<file path="config.mk">
export PLATFORM = sky130hd
export DESIGN_NAME = alu_ex_mem_stage
export DESIGN_NICKNAME = d
export VERILOG_FILES = /design/src/rtl/alu_pkg.sv /design/src/rtl/dff_en.sv /design/src/rtl/alu_ex_mem_stage.sv
export SDC_FILE = /design/constraint.sdc
export NUM_CORES = 1
export LEC_CHECK = 0
export BUFFER_PORTS_ARGS = -buffer_cell sky130_fd_sc_hd__buf_4
export CORE_MARGIN = 2
export CORE_UTILIZATION = 50
export CTS_CLUSTER_DIAMETER = 150
export DETAILED_ROUTE_END_ITERATION = 6
export PLACE_DENSITY = 0.92
export REMOVE_ABC_BUFFERS = 1
export SYNTH_ARGS = -nofsm -noshare
export SYNTH_HDL_FRONTEND = slang
export SYNTH_HIERARCHICAL = 1
export SYNTH_SLANG_ARGS = --single-unit
</file>
<file path="constraint.sdc">
create_clock -name clk -period 2.55 [get_ports clk]
set_input_delay 0.255 -clock clk [delete_from_list [all_inputs] [get_ports clk]]
set_output_delay 0.255 -clock clk [all_outputs]
set_load 0.03 [all_outputs]
</file>
<file path="src/rtl/alu_pkg.sv">
// Shared definitions for the ALU execute-to-memory pipeline boundary:
// widths, the zero register, flag bit positions and the MEM control bundle.
package alu_pkg;

  localparam int DATA_W = 64;
  localparam int REG_W  = 5;

  localparam logic [REG_W-1:0] XZR = 5'd31;

  localparam int FLAG_N = 3;
  localparam int FLAG_Z = 2;
  localparam int FLAG_V = 1;
  localparam int FLAG_C = 0;

  typedef logic [3:0] flags_t;

  typedef struct packed {
    logic valid;
    logic regWrite;
    logic memRead;
    logic memWrite;
  } ctrl_t;

  localparam int CTRL_W = $bits(ctrl_t);

  // A bubble carries no side effects, and a write to XZR is discarded.
  function automatic ctrl_t gateCtrl(input logic             valid,
                                     input logic             regWrite,
                                     input logic [REG_W-1:0] rd,
                                     input logic             memRead,
                                     input logic             memWrite);
    ctrl_t c;
    c.valid    = valid;
    c.regWrite = valid && regWrite && (rd != XZR);
    c.memRead  = valid && memRead;
    c.memWrite = valid && memWrite;
    return c;
  endfunction

endpackage

</file>
<file path="src/rtl/dff_en.sv">
// Width-parameterised enabled D flip-flop with synchronous active-high reset.
module dff_en #(
  parameter int W = 1
) (
  input  logic         clk,
  input  logic         reset,
  input  logic         en,
  input  logic [W-1:0] d,
  output logic [W-1:0] q
);

  always_ff @(posedge clk) begin
    if (reset)
      q <= '0;
    else if (en)
      q <= d;
  end

endmodule

</file>
<file path="src/rtl/alu_ex_mem_stage.sv">
// EX/MEM pipeline register with architectural NZVC flag register.
// Optional macro FLAG_BYPASS_EN forwards ex_flags combinationally onto flags.
module alu_ex_mem_stage
  import alu_pkg::*;
(
  input  logic              clk,
  input  logic              reset,
  input  logic              ex_valid,
  input  logic [DATA_W-1:0] ex_result,
  input  logic [3:0]        ex_flags,
  input  logic              ex_set_flags,
  input  logic [REG_W-1:0]  ex_rd,
  input  logic              ex_reg_write,
  input  logic              ex_mem_read,
  input  logic              ex_mem_write,
  input  logic [DATA_W-1:0] ex_store_data,
  input  logic              stall,
  input  logic              flush,
  output logic              mem_valid,
  output logic              mem_reg_write,
  output logic              mem_mem_read,
  output logic              mem_mem_write,
  output logic [REG_W-1:0]  mem_rd,
  output logic [DATA_W-1:0] mem_result,
  output logic [DATA_W-1:0] mem_store_data,
  output logic [3:0]        flags
);

  logic              w_advance;
  logic              w_capture;
  logic              w_flagLoad;
  ctrl_t             w_ctrlNext;
  logic [REG_W-1:0]  w_rdNext;
  logic [DATA_W-1:0] w_resultNext;
  logic [DATA_W-1:0] w_storeNext;

  ctrl_t             r_ctrl;
  logic [REG_W-1:0]  r_rd;
  logic [DATA_W-1:0] r_result;
  logic [DATA_W-1:0] r_storeData;
  flags_t            r_flags;

  assign w_advance  = !reset && !stall && !flush;
  // Flush overrides stall and loads zeros; reset is applied inside dff_en.
  assign w_capture  = w_advance || flush;
  assign w_flagLoad = w_advance && ex_valid && ex_set_flags;

  assign w_ctrlNext   = flush ? '0 : gateCtrl(ex_valid, ex_reg_write, ex_rd,
                                              ex_mem_read, ex_mem_write);
  assign w_rdNext     = flush ? '0 : ex_rd;
  assign w_resultNext = flush ? '0 : ex_result;
  assign w_storeNext  = flush ? '0 : ex_store_data;

  dff_en #(.W(CTRL_W)) u_ctrl (
    .clk(clk), .reset(reset), .en(w_capture), .d(w_ctrlNext), .q(r_ctrl)
  );

  dff_en #(.W(REG_W)) u_rd (
    .clk(clk), .reset(reset), .en(w_capture), .d(w_rdNext), .q(r_rd)
  );

  dff_en #(.W(DATA_W)) u_result (
    .clk(clk), .reset(reset), .en(w_capture), .d(w_resultNext), .q(r_result)
  );

  dff_en #(.W(DATA_W)) u_storeData (
    .clk(clk), .reset(reset), .en(w_capture), .d(w_storeNext), .q(r_storeData)
  );

  dff_en #(.W(4)) u_flags (
    .clk(clk), .reset(reset), .en(w_flagLoad), .d(ex_flags), .q(r_flags)
  );

  assign mem_valid      = r_ctrl.valid;
  assign mem_reg_write  = r_ctrl.regWrite;
  assign mem_mem_read   = r_ctrl.memRead;
  assign mem_mem_write  = r_ctrl.memWrite;
  assign mem_rd         = r_rd;
  assign mem_result     = r_result;
  assign mem_store_data = r_storeData;

`ifdef FLAG_BYPASS_EN
  assign flags = w_flagLoad ? ex_flags : r_flags;
`else
  assign flags = r_flags;
`endif

endmodule
</file>
Word level (Yosys, flattened, before mapping)
Cells that the tools add are included.
{ "classes": {"n_eq_ne": 1, "muxes": 4, "reduce_logical": 12} }
{ "op_table": {"columns": ["cell", "count"], "rows": [
  ["$mux 64", 2],
  ["$logic_and 1x1->1", 8],
  ["$mux 5", 1],
  ["$ne 5x5->1 const B", 1],
  ["$mux 4", 1],
  ["$logic_not 1->1", 3],
  ["$logic_or 1x1->1", 1]
]} }
{ "word_totals": {"regBits": 141, "inputBits": 146, "out_inout_bits": 141, "word_cells": 22} }

Logic depth before layout (Yosys ltp)
{ "logic_depth": {"ltp_word": 5, "depth_mapped": 8, "mapped_depth_nobuf": 4} }

By module
The synthesis kept the hierarchy.
{ "modules_own_cells": {"columns": ["module", "n_inst", "cells_per_inst", "area_each_um2", "seq_area_each_um2"], "rows": [
  ["dff_en at u_result ...", 2, 206, 2290.9, 1281.2],
  ["alu_ex_mem_stage", 1, 157, 989.7, 0.0],
  ["dff_en at u_ctrl ...", 2, 13, 140.1, 80.1],
  ["dff_en at u_rd", 1, 16, 180.2, 100.1]
]} }

Worst setup path after synthesis
OpenSTA, ideal clock, no wires.
{ "synth_timing": {"path_type": "in2reg", "from": "in flush", "to": "reg u_result.q[10]", "setup_ns": 0.128, "arrival_ns": 1.424, "required_time_ns": 2.422, "setup_slack_ns": 0.998, "cell_stages": 8, "n_path_buf": 5, "path_cell_list": "buf_6 -> buf_6 -> buf_2 -> or2_1 -> buf_6 -> buf_8 -> mux2i_1 -> nor2_1"} }
{ "synth_via": {"elab_chain_len": 3, "elab_cells_between_ends": 4, "cone_classes": "mux: 1; reduce/logical: 3"} }
{ "synth_lines": {"columns": ["item", "line_no", "source"], "rows": [
  ["start, declared", "alu_ex_mem_stage.sv:18", "input logic flush,"],
  ["$logic_not 1->1", "alu_ex_mem_stage.sv:43", "assign w_advance = !reset && !stall && !flush;"],
  ["$logic_and 1x1->1", "alu_ex_mem_stage.sv:43", null],
  ["$logic_or 1x1->1 (*)", "alu_ex_mem_stage.sv:45", "assign w_capture = w_advance || flush;"],
  ["via w_capture", "alu_ex_mem_stage.sv:30", "logic w_capture;"],
  ["end signal, assigned", "dff_en.sv:14", "q <= '0;"],
  ["end signal, assigned", "dff_en.sv:16", "q <= d;"],
  ["end, declared", "dff_en.sv:9", "output logic [W-1:0] q"]
]} }
The timed path passes the listed nets; every way through them passes the cells marked *.
A chain may end at the register's enable or synchronous reset.

Final worst setup path
{ "layout_timing": {"from": "in reset", "to": "reg u_storeData.q[40]"} }
{ "layout_via": {"elab_chain_len": 4} }
{ "layout_lines": {"columns": ["item", "line_no", "source"], "rows": [
  ["start, declared", "alu_ex_mem_stage.sv:7", "input logic reset,"],
  ["$logic_not 1->1", "alu_ex_mem_stage.sv:43", null],
  ["$logic_and 1x1->1 (2 in a row)", "alu_ex_mem_stage.sv:43", null],
  ["$logic_or 1x1->1", "alu_ex_mem_stage.sv:45", null],
  ["via w_capture", "alu_ex_mem_stage.sv:30", null],
  ["end signal, assigned", "dff_en.sv:14", null],
  ["end signal, assigned", "dff_en.sv:16", null],
  ["end, declared", "dff_en.sv:9", null]
]} }
The timed path passes the listed nets, and every way through them passes these cells.

==> results.sh <==
export IMPL_run_status="finished clean"
export IMPL_ir_drop_mv=0.423
export IMPL_regToRegEndpoint="u_result/q[47]"
export IMPL_rsz_0062_raised_after_global_routing="no"
export IMPL_post_cts_hold_buffer_count=0
export IMPL_io_buffer_count=286
export IMPL_final_area_mm2=0.00870
export IMPL_fin_worst_skew_ns=0
export IMPL_setup_worst_path_class="in2reg"
export IMPL_hold_start="ex_flags[0]"
export IMPL_worstReg2RegStart="u_result/q[47]"
export IMPL_highest_clock_rate_mhz=787
export IMPL_synth_warnings=6
export IMPL_cts_tree="built"
export IMPL_synth_seq_cells=141
export IMPL_tritoncts_num_buffers=17
export IMPL_post_synth_fa_ha_maj_area_fraction_pct=0
export IMPL_die_height_um=114
export IMPL_worstHoldEndpoint="u_flags/q[0]"
export IMPL_postCtsSetupRepairBufs=0
export IMPL_post_synthesis_mux_area_share_pct=23.4
export IMPL_length_in_cells_of_the_worst_reg_to_reg_path=2
export IMPL_hold_path_depth=3
export IMPL_largest_family_of_logic_cells_by_synthesized_area="simple AND/OR/NAND/NOR gates"
export IMPL_design_core_area_mm2=0.0119
export IMPL_grt_overflow_total=0
export IMPL_worst_hold_path_type="in2reg"
export IMPL_drv_max_cap_violation_count=0
export IMPL_clk_latency_ns=0.41
export IMPL_report_final_slew_viol_count=0
export IMPL_clk_pin_slew_worst_paths_ns=0.06
export IMPL_endpoint_kind="flip-flop"
export IMPL_synth_cells=611
export IMPL_antenna_cells=0
export IMPL_detailroute_via_count=5061
export IMPL_floorplan_initialDensity_pct=50.6
export IMPL_postCtsResizedCells=0
export IMPL_avg_wl_per_cell_um=14.9
export IMPL_first_pass_iters=5
export IMPL_place_congestion=0.790
export IMPL_yosys_cell_types_count=17
export IMPL_critPathLaunchType="primary input"
export IMPL_leakage_nw=4.51
export IMPL_floorplan_io_pins=287
export IMPL_via_count_of_the_first_global_routing_pass=4809
export IMPL_chipWidth_um=114
export IMPL_synth_compound_area_share_pct=0.166
export IMPL_initial_antenna_violation_count=1
export IMPL_post_synth_xor_area_fraction_pct=0
export IMPL_final_min_period_over_clock_period_pct=49.9
export IMPL_worstPathRequired_ns=2.82
export IMPL_critPathArrivalTime_ns=1.54
export IMPL_grt_usage_pct=22.7
export IMPL_detail_route_drc_violations=0
export IMPL_drive_gt1_share_pct=36.2
export IMPL_power_density_mw_per_mm2=670
export IMPL_synth_cell_area_mm2=0.00603
export IMPL_number_of_h_tree_levels=4
export IMPL_synth_top_cell_area_share_pct=46.8
export IMPL_wirelength_mm=15.4
export IMPL_cp_cell_sequence="buf_4 -> nor2_1 -> or2_4 -> buf_12 -> mux2i_1 -> nor2_1"
export IMPL_die_area_mm2=0.0130
export IMPL_critical_path_max_fanout=65
export IMPL_final_period_minus_worst_setup_slack_ns=1.27
export IMPL_cts_path_max_buffers=2
export IMPL_placementRows=40
export IMPL_tritoncts_num_sinks=141
export IMPL_pre_cts_ws_ns=0.889
export IMPL_worst_path_cell_with_the_longest_stage_delay="buf_12"
export IMPL_maxSlewHeadroom_pct=58.2
export IMPL_post_drt_via_cell_ratio=4.89
export IMPL_cp_slowest_stage_delay_ns=0.40
export IMPL_dp_final_hpwl_mm=10.4
export IMPL_fin_nets=1021
export IMPL_place_area_mm2=0.00810
export IMPL_global_route_wire_length_before_repair_mm=23.3
export IMPL_setup_slack_ns=1.28
export IMPL_synth_seq_area_share_pct=46.8
export IMPL_cts_root_cell="clkbuf_16"
export IMPL_setup_violations=0
export IMPL_area_delta_synth_final_pct=44.2
export IMPL_synthesis_area_per_instance_um2=9.87
export IMPL_critPathMostFrequentCell="nor2_1"
export IMPL_worst_pin_slew_ns=0.627
export IMPL_synth_simple_gate_area_share_pct=23.7
export IMPL_worst_r2r_setup_slack_ns=1.86
export IMPL_synth_area_leaders="dfxtp_1 47%, mux2i_1 23%, nor2b_1 12%, nor2_1 8.8%, buf_8 3.0%"
export IMPL_route_antenna_remaining_nets=0
export IMPL_grt_start_max_net_pins=142
export IMPL_drt_first_iter_violations=373
export IMPL_cell_type_contributing_the_most_total_cell_area_after_synthesis="dfxtp_1"
export IMPL_hold_viol_final=0
cells by family after synthesis:
kind of cell           after synthesis
AO/OA/AOI/OAI                        1
buffers and inverters               46
flip-flops                         141
multiplexers                       141
AND/OR/NAND/NOR                    282
sequential cells by signal, indices dropped and copies added (netlist names):
name,flops
u_result/q,64
u_flags/q,4
u_ctrl/q,4
u_rd/q,5
u_storeData/q,64
routing by layer:
metal / global-route usage (%) / wire (um)
met5: 0 / 13
met4: 9.11 / 313
met3: 7.70 / 1330
met2: 40.1 / 7760
met1: 25.2 / 5960
worst max-delay path: cells and delay by family:
kind                   cells  cell delay [ns]
buffers and inverters      2             0.53
AND/OR/NAND/NOR            3             0.43
multiplexers               1             0.26
worst max-delay path by stage:
stage	cells past startpoint	startpoint	slack, ns	to
after floorplan	4	stall	-2.69	u_ctrl/q[0]
after global placement	6	reset	0.95	u_result/q[24]
after detailed placement	6	reset	0.89	u_result/q[42]
after CTS	6	reset	1.30	u_storeData/q[54]
after global routing	6	reset	1.18	u_result/q[8]
final	6	reset	1.28	u_storeData/q[40]
layout by cell type (no fill, tap or decap), types with 3 or more instances in the layout:
| cell type | instances |
|---|---|
| buf_12 | 4 |
| nor2b_1 | 114 |
| mux2i_1 | 141 |
| dfxtp_1 | 141 |
| and2b_1 | 20 |
| nor2_1 | 142 |
| buf_4 | 287 |
| clkinv_2 | 4 |
| bufinv_16 | 4 |
| clkbuf_16 | 17 |
| clkinvlp_4 | 3 |
stage by stage:
| step | cells | TNS (ns) | hold slack (ns) | util, % | power (mW) |
|---|---|---|---|---|---|
| 5_1_grt | 1034 | 0 | 0.0842 | 73.0 | 6.04 |
| 3_5_place_dp | 1003 | 0 | 0.481 | 68.0 | 3.34 |
| 2_1_floorplan | 565 | -368.36 | 0.327 | - | 2.96 |
| 6_report | 1034 | 0 | 0.0900 | 73.0 | 5.82 |
| 4_1_cts | 1034 | 0 | 0.0719 | 73.0 | 5.87 |
| 3_3_place_gp | 1003 | 0 | 0.474 | 68.0 | 3.33 |
area by class of cell:
class / instances / area [um^2]
Clock inverter: 12 / 171
Clock buffer: 19 / 433
Sequential cell: 141 / 2820
Timing Repair Buffer: 291 / 2230
Fill cell: 835 / 3210
Tap cell: 147 / 184
Multi-Input combinational cell: 424 / 2850
Yosys cell counts:
library cell,n
nor2_1,142
dfxtp_1,141
mux2i_1,141
nor2b_1,114
and2b_1,20
buf_1,12
buf_8,12
clkbuf_1,7
buf_2,6
buf_6,5
clkbuf_2,4
and2_1,2
and3_1,1
nand2_1,1
nand3_1,1
o211a_1,1
or2_1,1
report_power, final:
part           switching, mW  leakage (nW)  internal (mW)
combinational          0.494          3.07          0.451
clock                  0.898         0.289           1.62
sequential            0.0541          1.15           2.30
Power figures use the tool's default switching activity.
